[src/rtl/proc_pkg.sv]
// Definitions shared between the processor fetch stage and its instruction store:
// fetch FSM states and the interface width/word defaults both sides agree on.
package proc_pkg;
  localparam int         DATA_W_DEF   = 8;
  localparam int         ADDR_W_DEF   = 2;
  localparam logic [7:0] NOP_WORD_DEF = 8'h00;

  typedef enum logic [1:0] {
    IDLE = 2'd0,
    WAIT = 2'd1,
    RESP = 2'd2
  } fetch_state_t;
endpackage

[src/rtl/fetch_wait_counter.sv]
// Loadable down-counter that paces the wait states of a fetch; done is high
// whenever the count has reached zero.
module fetch_wait_counter #(
  parameter int CNT_W = 1
) (
  input  logic             clk,
  input  logic             rst,
  input  logic             load,
  input  logic [CNT_W-1:0] load_val,
  input  logic             dec,
  output logic             done
);
  logic [CNT_W-1:0] cnt;

  always_ff @(posedge clk or negedge rst) begin
    if (!rst) begin
      cnt <= '0;
    end else if (load) begin
      cnt <= load_val;
    end else if (dec && (cnt != '0)) begin
      cnt <= cnt - CNT_W'(1);
    end
  end

  assign done = (cnt == '0);
endmodule

[src/rtl/inst_mem_server.sv]
// Instruction-fetch responder: small loader-filled program store answering core
// fetches after a fixed number of wait states, response held until acknowledged.
module inst_mem_server
  import proc_pkg::*;
#(
  parameter int                DATA_W      = DATA_W_DEF,
  parameter int                ADDR_W      = ADDR_W_DEF,
  parameter int                DEPTH       = 4,
  parameter int                WAIT_CYCLES = 2,
  parameter logic [DATA_W-1:0] NOP_WORD    = DATA_W'(NOP_WORD_DEF)
) (
  input  logic              clk,
  input  logic              rst,
  input  logic              req_valid,
  input  logic [ADDR_W-1:0] req_addr,
  output logic              req_ready,
  output logic [DATA_W-1:0] inst,
  output logic              inst_valid,
  output logic              inst_err,
  input  logic              inst_ack,
  input  logic              ld_en,
  input  logic [ADDR_W-1:0] ld_addr,
  input  logic [DATA_W-1:0] ld_data,
  output logic              ld_ready
);
  localparam int               CNT_W     = (WAIT_CYCLES > 1) ? $clog2(WAIT_CYCLES) : 1;
  localparam logic [CNT_W-1:0] WAIT_INIT = CNT_W'((WAIT_CYCLES > 0) ? WAIT_CYCLES - 1 : 0);

  fetch_state_t      state, state_nxt;
  logic [ADDR_W-1:0] cap_addr;
  logic [DATA_W-1:0] mem [DEPTH];
  logic [DATA_W-1:0] rd_word;
  logic              cnt_load, cnt_dec, cnt_done;
  logic              ld_accept;

  function automatic logic in_range(input logic [ADDR_W-1:0] a);
    return 32'(a) < 32'(DEPTH);
  endfunction

  fetch_wait_counter #(.CNT_W(CNT_W)) u_wait_cnt (
    .clk      (clk),
    .rst      (rst),
    .load     (cnt_load),
    .load_val (WAIT_INIT),
    .dec      (cnt_dec),
    .done     (cnt_done)
  );

  always_ff @(posedge clk or negedge rst) begin
    if (!rst) state <= IDLE;
    else      state <= state_nxt;
  end

  always_comb begin
    state_nxt = state;
    unique case (state)
      IDLE:    if (req_valid && req_ready) state_nxt = (WAIT_CYCLES > 0) ? WAIT : RESP;
      WAIT:    if (cnt_done) state_nxt = RESP;
      RESP:    if (inst_valid && inst_ack) state_nxt = IDLE;
      default: state_nxt = IDLE;
    endcase
  end

  // Readies are gated by reset so every output reads 0 while it is held
  always_comb begin
    req_ready = 1'b0;
    ld_ready  = 1'b0;
    cnt_load  = 1'b0;
    cnt_dec   = 1'b0;
    unique case (state)
      IDLE: begin
        req_ready = rst && !ld_en;
        ld_ready  = rst;
        cnt_load  = req_valid && !ld_en;
      end
      WAIT:    cnt_dec = 1'b1;
      default: ;
    endcase
  end

  assign ld_accept = (state == IDLE) && ld_en && in_range(ld_addr);

  always_ff @(posedge clk or negedge rst) begin
    if (!rst) begin
      for (int i = 0; i < DEPTH; i++) mem[i] <= '0;
    end else if (ld_accept) begin
      mem[ld_addr] <= ld_data;
    end
  end

  always_comb begin
    rd_word = NOP_WORD;
    if (in_range(cap_addr)) rd_word = mem[cap_addr];
  end

  // First RESP cycle performs the registered read; later cycles hold until ack
  always_ff @(posedge clk or negedge rst) begin
    if (!rst) begin
      cap_addr   <= '0;
      inst       <= '0;
      inst_valid <= 1'b0;
      inst_err   <= 1'b0;
    end else begin
      if ((state == IDLE) && req_valid && req_ready) cap_addr <= req_addr;
      if (state == RESP) begin
        if (!inst_valid) begin
          inst       <= rd_word;
          inst_err   <= !in_range(cap_addr);
          inst_valid <= 1'b1;
        end else if (inst_ack) begin
          inst_valid <= 1'b0;
          inst_err   <= 1'b0;
        end
      end
    end
  end
endmodule

[config.mk]
export PLATFORM = sky130hd
export DESIGN_NAME = inst_mem_server
export DESIGN_NICKNAME = d
export VERILOG_FILES = /design/src/rtl/proc_pkg.sv /design/src/rtl/fetch_wait_counter.sv /design/src/rtl/inst_mem_server.sv
export SDC_FILE = /design/constraint.sdc
export NUM_CORES = 1
export LEC_CHECK = 0
export BUFFER_PORTS_ARGS = -buffer_cell sky130_fd_sc_hd__buf_4
export CAP_MARGIN = 20
export CELL_PAD_IN_SITES_DETAIL_PLACEMENT = 1
export CELL_PAD_IN_SITES_GLOBAL_PLACEMENT = 2
export CORE_MARGIN = 2
export CORE_UTILIZATION = 36
export CTS_CLUSTER_DIAMETER = 40
export CTS_CLUSTER_SIZE = 8
export DETAILED_ROUTE_END_ITERATION = 7
export PLACE_DENSITY = 0.7
export SLEW_MARGIN = 20
export SYNTH_ARGS = -nofsm -noshare
export SYNTH_HDL_FRONTEND = slang
export SYNTH_SLANG_ARGS = --single-unit
[constraint.sdc]
create_clock -name clk -period 1.45 [get_ports clk]
set_input_delay 0 -clock clk [delete_from_list [all_inputs] [get_ports clk]]
set_output_delay 0 -clock clk [all_outputs]
set_load 0.01 [all_outputs]
==> results_dict.tcl, run 1 <==
set metrics [dict create \
    status "finished, violations left" \
    violations "negative setup slack" \
    start_util_pct 36.6 \
    pin_count 29 \
    yosysTopAreaCell "dfrtp_1" \
    min_to "u_wait_cnt.cnt$_DFFE_PN0P_" \
    dr.pass1.iters 4 \
    p_switching_uw 1500 \
    utilization_pct 49.8 \
    grt_pass1_wl_microns 7020 \
    vias 1227 \
    ant_nets 0 \
    synth_top_area_share_pct 57.8 \
    clock_latency_ns 0.29 \
    fin_skew_ns 0.00700 \
    dp_cells 229 \
    overflow 0 \
    setup_ws_ns -0.0347 \
    n_antenna_cell 0 \
    synth_cell_types 21 \
    async_flop_share_pct 100 \
    clock.fmax_mhz 674 \
    slew_headroom_pct 62.2 \
    hold_class "in2reg" \
    yosys_warnings 0 \
    stdcell_count 251 \
    p_leak_uw 0.00123 \
    synthTopCellsByCount "dfrtp_1 (46), mux2_2 (42), mux4_2 (8)" \
    hold_start "ld_en" \
    synth_cells 124 \
    io_buffers 27 \
    synthToLayoutAreaGrowth_pct 36.0 \
    ys.flop_type "dfrtp_1" \
    pwr-share-clk_pct 14.9 \
    ys_ff_latch 46 \
    r2r_start "cap_addr[0]$_DFFE_PN0P_" \
    avgViaCountPerCell 4.89 \
    track_usage_pct 15.4 \
    postRouteWirelength_microns 4480 \
    row_count 27 \
    synthesis.area_sq_um 1990 \
    place_area_sq_um 2390 \
    antenna_found_initial 0 \
    syn_nets 141 \
    fin_area_sq_um 2710 \
    path_clk_slew_ns 0.08 \
    worst_setup_path_start_kind "flop" \
    final.setup.tns_ns -0.0780 \
    ir_worst_vdd_mv 0.836 \
    synth_most_common_cell "dfrtp_1" \
    avgSynthCellArea_sq_um 16.1 \
    tightest_slew_ns 0.568 \
    power_per_cell_area_nw_per_um2 1930 \
    drc 0 \
    r2r_end "inst[5]$_DFFE_PN0P_" \
    cp.arrival_ns 1.66 \
    reg2reg_depth 3 \
    grt_use_met1_pct 19.1 \
    synth-edff-count 0 \
    gp_congestion 0.742 \
    fin_crit_sh_pct 102 \
    slew_violations 0 \
    coreArea_sq_um 5440 \
    post_drt_wl_per_cell_microns 17.8 \
    root_buffer "clkbuf_8" \
    seqPwrFrac_pct 44.6 \
    internal-power_uw 3730 \
    post-route-min-period_ns 1.48 \
    p_sw_share_pct 28.6 \
    rsz0062_at_grt "yes" \
    path_class "reg2reg" \
    drt_iter0_markers 40 \
    maxCapViolCount 0 \
    cts_tree "yes" \
    htreeDepth 2 \
    final-hold-violation-count 0 \
    cts-buffers-inserted 5 \
    fp.dieH_microns 78.4 \
    cts_buffer_depth 2 \
    cts.sinks 46 \
    dp_hpwl_microns 3060 \
    grt_max_degree 47 \
    drive_above_1_share_pct 58.7 \
    critPathMaxFanout 5 \
    setup_viol 5 \
    busiest_layer "met2" \
    rrSetupSlack_ns -0.03 \
    grtUsageMet2_pct 27.1 \
    ys_seq_area_share_pct 57.8 \
    nets 195 \
    grtUsageMet3_pct 3.68 \
    synth_area_leaders "dfrtp_1 (58%), mux2_2 (24%), mux4_2 (9.0%), buf_6 (1.1%), nand2_1 (1.1%)" \
    p_comb_share_pct 40.5 \
    critPathCaptureType "flop" \
    worstPathRequired_ns 1.63 \
    grt_pass1_vias 1352 \
    die_w_microns 78.4 \
    die-area_sq_um 6140 \
    power_uw 5230 \
    min_path_cells 4 \
]
final cells by class:
type	instances	area (sq um)
inverters	1	3.75
flip-flops and latches	46	1150
fillers	545	2730
clock buffers	7	86.3
clock inverters	1	5.00
well taps	72	90.1
multi-input cells	72	882
repair buffers	52	490
layer usage:
metal	vias up	part of all wire [%]
li1	554	-
met1	648	42
met2	23	54
met3	2	3.5
met4	0	0.34
met5	-	0
what timing repair did:
item,CTS,global route
setup endpoints to repair,23,41
buffers inserted,2,0
resized for setup,4,21
pin swaps,3,3
endpoints found under the hold margin,81,0
hold buffers,12,0
worst max-delay path, stage by stage (launching register included):
cell     delay [ns]
dfrtp_1        0.41
buf_6          0.17
mux4_2         0.51
mux2_2         0.27
worst max-delay path by stage:
stage | start | endpoint | slack [ns] | depth (start not counted)
after floorplan | state[0]$_DFFE_PN0P_ | mem[24]$_DFFE_PN0P_ | 0.06 | 4
after global placement | state[0]$_DFFE_PN0P_ | mem[11]$_DFFE_PN0P_ | -0.001 | 4
after detailed placement | state[0]$_DFFE_PN0P_ | mem[25]$_DFFE_PN0P_ | -0.07 | 4
after CTS | cap_addr[0]$_DFFE_PN0P_ | inst[5]$_DFFE_PN0P_ | -0.04 | 3
after global routing | cap_addr[0]$_DFFE_PN0P_ | inst[5]$_DFFE_PN0P_ | -0.07 | 3
final | cap_addr[0]$_DFFE_PN0P_ | inst[5]$_DFFE_PN0P_ | -0.03 | 3
sequential cells by signal, summed over array words and instances (netlist names):
name            count
u_wait_cnt.cnt      1
mem                32
inst                8
cap_addr            2
state               2
inst_valid          1
layout by cell type, fill, tap and decap left out, types with 2 or more instances in the layout:
cell,count
buf_12,5
buf_4,33
buf_6,2
clkbuf_8,6
dfrtp_1,46
dlygate4sd3_1,12
mux2_2,25
mux2_4,17
mux4_2,8
nand2_1,6
nor2_1,2
nor2b_2,2
kinds of logic (layout without fill, tap and decap cells):
kind of cell	count (synthesis)	after routing	share of synthesized area (%)
DFF	46	46	57.8
buffers and inverters	6	61	2.26
other	1	1	0.188
muxes	50	50	32.8
AOI/OAI and AO/OA	1	1	0.251
and+or+nand+nor	20	20	6.72
power by group through the flow:
stage	Combinational [uW]	Clock, uW	Sequential, uW
after floorplan	1230	0	2220
after global routing	2260	886	2420
after detailed placement	1880	0	2340
after global placement	1800	0	2280
final	2120	780	2330
after CTS	1980	824	2320
through the flow:
step | worst slack, ns | hold WS (ns)
floorplan | 0.0584 | -0.296
global route | -0.0689 | 0.0943
detailed placement | -0.0728 | 0.180
global placement | -0.00125 | 0.175
CTS | -0.0365 | 0.0492
finish | -0.0347 | 0.0834
Note: power is estimated with default switching activity, not from simulation.
==> run 2: changes to the inputs <==
- ABC_CLOCK_PERIOD_IN_PS: unset -> 1450
- SYNTH_HIERARCHICAL: unset -> 1
==> run 2 against run 1 <==
Maximum frequency increased by 2.9%. Clock skew increased by 0.0017 ns. Critical path type unchanged. Core utilization decreased by 0.092 points. Wire length increased by 0.45%. First-iteration DRC count decreased by 48%. Combinational power decreased by 6%. Highest routed layer unchanged. Total power increased by 0.77%. The flow now finishes without violations. Sequential power about the same. Flip-flop and latch count unchanged. Register-to-register slack improved by 0.04 ns. Critical endpoint is now inst[4]$_DFFE_PN0P_. Worst setup slack improved by 0.042 ns.
==> results_dict.tcl, run 2 <==
set metrics [dict create \
    fp.dieH_microns 78.7 \
    cts.sinks 46 \
    drt_iter0_markers 21 \
    top_register "mem" \
    path_buf_inv 1 \
    hold_class "in2reg" \
    r2r_end "inst[4]$_DFFE_PN0P_" \
    hold_start "inst_ack" \
    final.setup.tns_ns 0 \
    power_per_cell_area_nw_per_um2 1950 \
    clock.fmax_mhz 693 \
    layout_common_cells "dfrtp_1 (46), buf_4 (35), mux2_2 (33)" \
    dp_hpwl_microns 3180 \
    synthToLayoutAreaGrowth_pct 34.6 \
    coreArea_sq_um 5440 \
    cts_tree "yes" \
    clock_latency_ns 0.30 \
    n_antenna_cell 0 \
    setup_ws_ns 0.00749 \
    grt_max_degree 47 \
    vias 1247 \
    avgSynthCellArea_sq_um 16.1 \
    p_leak_uw 0.00122 \
    final_common_cell "dfrtp_1" \
    row_count 27 \
    synth_cell_types 26 \
    pin_count 29 \
    die_w_microns 78.7 \
    avgViaCountPerCell 4.93 \
    crit_family "multiplexers" \
    yosys_warnings 6 \
    largest_reg_flops 32 \
    synth_top_area_share_pct 57.3 \
    async_flop_share_pct 100 \
    critPathMaxFanout 3 \
    start_util_pct 36.9 \
    r2r_start "cap_addr[0]$_DFFE_PN0P_" \
    maxCapViolCount 0 \
    synth_area_leaders "dfrtp_1 (57%), mux2_2 (24%), mux4_2 (9.0%), buf_4 (1.5%), a21o_1 (0.75%)" \
    top_regs "mem (32), inst (8)" \
    cts_buffer_depth 2 \
    ant_nets 0 \
    min_path_cells 3 \
    dr.pass1.iters 4 \
    dp_slack_ns 0.0130 \
    post_drt_wl_per_cell_microns 17.8 \
    grt_pass1_vias 1465 \
    nFillCells 541 \
    ir_worst_vdd_mv 0.662 \
    synth_most_common_cell "dfrtp_1" \
    reg2reg_depth 3 \
    slowest_delay_ns 0.49 \
    root_buffer "clkbuf_8" \
    synthesis.area_sq_um 2010 \
    drive_above_1_share_pct 60.2 \
    syn_nets 142 \
    fin_crit_sh_pct 99.5 \
    worstPathRequired_ns 1.64 \
    worst_setup_path_start_kind "flop" \
    crit_chain "buf_6, mux4_2, mux2_2" \
    path_clk_slew_ns 0.09 \
    cts-buffers-inserted 5 \
    nets 197 \
    postRouteWirelength_microns 4500 \
    ys_ff_latch 46 \
    status "finished clean" \
    fin_skew_ns 0.00871 \
    slew_headroom_pct 61.1 \
    place_area_sq_um 2400 \
    track_usage_pct 16.0 \
    slowest_stage "mux4_2" \
    die-area_sq_um 6190 \
    setup_viol 0 \
    final-hold-violation-count 0 \
    htreeDepth 2 \
    antenna_found_initial 0 \
    slew_violations 0 \
    gp_congestion 0.671 \
    ys_seq_area_share_pct 57.3 \
    cp.arrival_ns 1.63 \
    path_class "reg2reg" \
    drc 0 \
    multi_input_area_sq_um 853 \
    min_to "inst_valid$_DFFE_PN0N_" \
    critPathCaptureType "flop" \
    post-route-min-period_ns 1.44 \
    synth-edff-count 0 \
    fin_area_sq_um 2700 \
    rrSetupSlack_ns 0.007 \
    rsz0062_at_grt "yes" \
    seq_area_sq_um 1150 \
    synthTopCellsByCount "dfrtp_1 (46), mux2_2 (42), mux4_2 (8)" \
    tightest_slew_ns 0.583 \
    ys.flop_type "dfrtp_1" \
    io_buffers 27 \
    yosysTopAreaCell "dfrtp_1" \
    grt_pass1_wl_microns 7290 \
    synth_cells 125 \
    overflow 0 \
]
run 2: changes by cell type after synthesis, moves of 2 or more:
cell,previous run,this run
buf_4,2,4
nor2b_1,3,1
nor2_1,2,0
nand2_1,6,1
a21o_1,0,2
run 2: cell families (layout without fill, tap and decap cells):
kind of cell / Yosys count / count (layout) / synth area share (%)
AO/OA/AOI/OAI: 5 / 5 / 1.87
buffers and inverters: 8 / 64 / 2.62
flip-flops: 46 / 46 / 57.3
multiplexers: 50 / 50 / 32.5
other: 2 / 2 / 0.374
AND/OR/NAND/NOR: 14 / 14 / 5.30
run 2: how the worst max path moves through the flow:
stage / from / endpoint / cells past startpoint
floorplan: state[0]$_DFFE_PN0P_ / mem[10]$_DFFE_PN0P_ / 4
global route: cap_addr[0]$_DFFE_PN0P_ / inst[5]$_DFFE_PN0P_ / 3
CTS: cap_addr[0]$_DFFE_PN0P_ / inst[4]$_DFFE_PN0P_ / 3
detailed placement: cap_addr[0]$_DFFE_PN0P_ / inst[4]$_DFFE_PN0P_ / 3
finish: cap_addr[0]$_DFFE_PN0P_ / inst[4]$_DFFE_PN0P_ / 3
global placement: cap_addr[0]$_DFFE_PN0P_ / inst[2]$_DFFE_PN0P_ / 3
run 2: worst register-to-register path, cell delays in order (launching register included):
cell and delay [ns]:
dfrtp_1 0.41, buf_6 0.15, mux4_2 0.49, mux2_2 0.28
run 2: layer usage:
metal / track usage (%) / part of all wire [%] / vias to the layer above
met4: 5.79 / 1.6 / 0
met1: 18.8 / 43 / 652
met5: 0 / 0 / -
li1: - / - / 564
met2: 28.8 / 53 / 23
met3: 3.45 / 2.7 / 8
run 2: area by class of cell:
cell class | instances | area share [%]
tap | 72 | 3.33
multi-input combinational | 71 | 31.6
clock buffer | 5 | 2.55
inverter | 2 | 0.278
timing repair buffer | 54 | 18.1
sequential | 46 | 42.6
clock inverter | 3 | 1.62
run 2: power by group:
group / total, uW / switching [uW] / internal [uW]
combinational: 1990 / 646 / 1350
clock: 970 / 453 / 517
sequential: 2300 / 401 / 1900
run 2: metrics by stage:
step	util, %	power, uW	hold slack (ns)	instances
2_1_floorplan	-	3420	-0.296	125
3_3_place_gp	44.1	4050	0.167	232
3_5_place_dp	44.1	4170	0.170	232
4_1_cts	48.3	5190	0.0189	252
5_1_grt	49.7	5570	0.0359	253
6_report	49.7	5270	0.0195	253
run 2: repair_timing:
item,CTS,global route
endpoints found under the hold margin,80,0
hold buffers,11,0
setup buffers,1,1
endpoints found under the setup margin,3,24
cloned,0,0
gates resized for setup,0,18
pin swaps,1,3
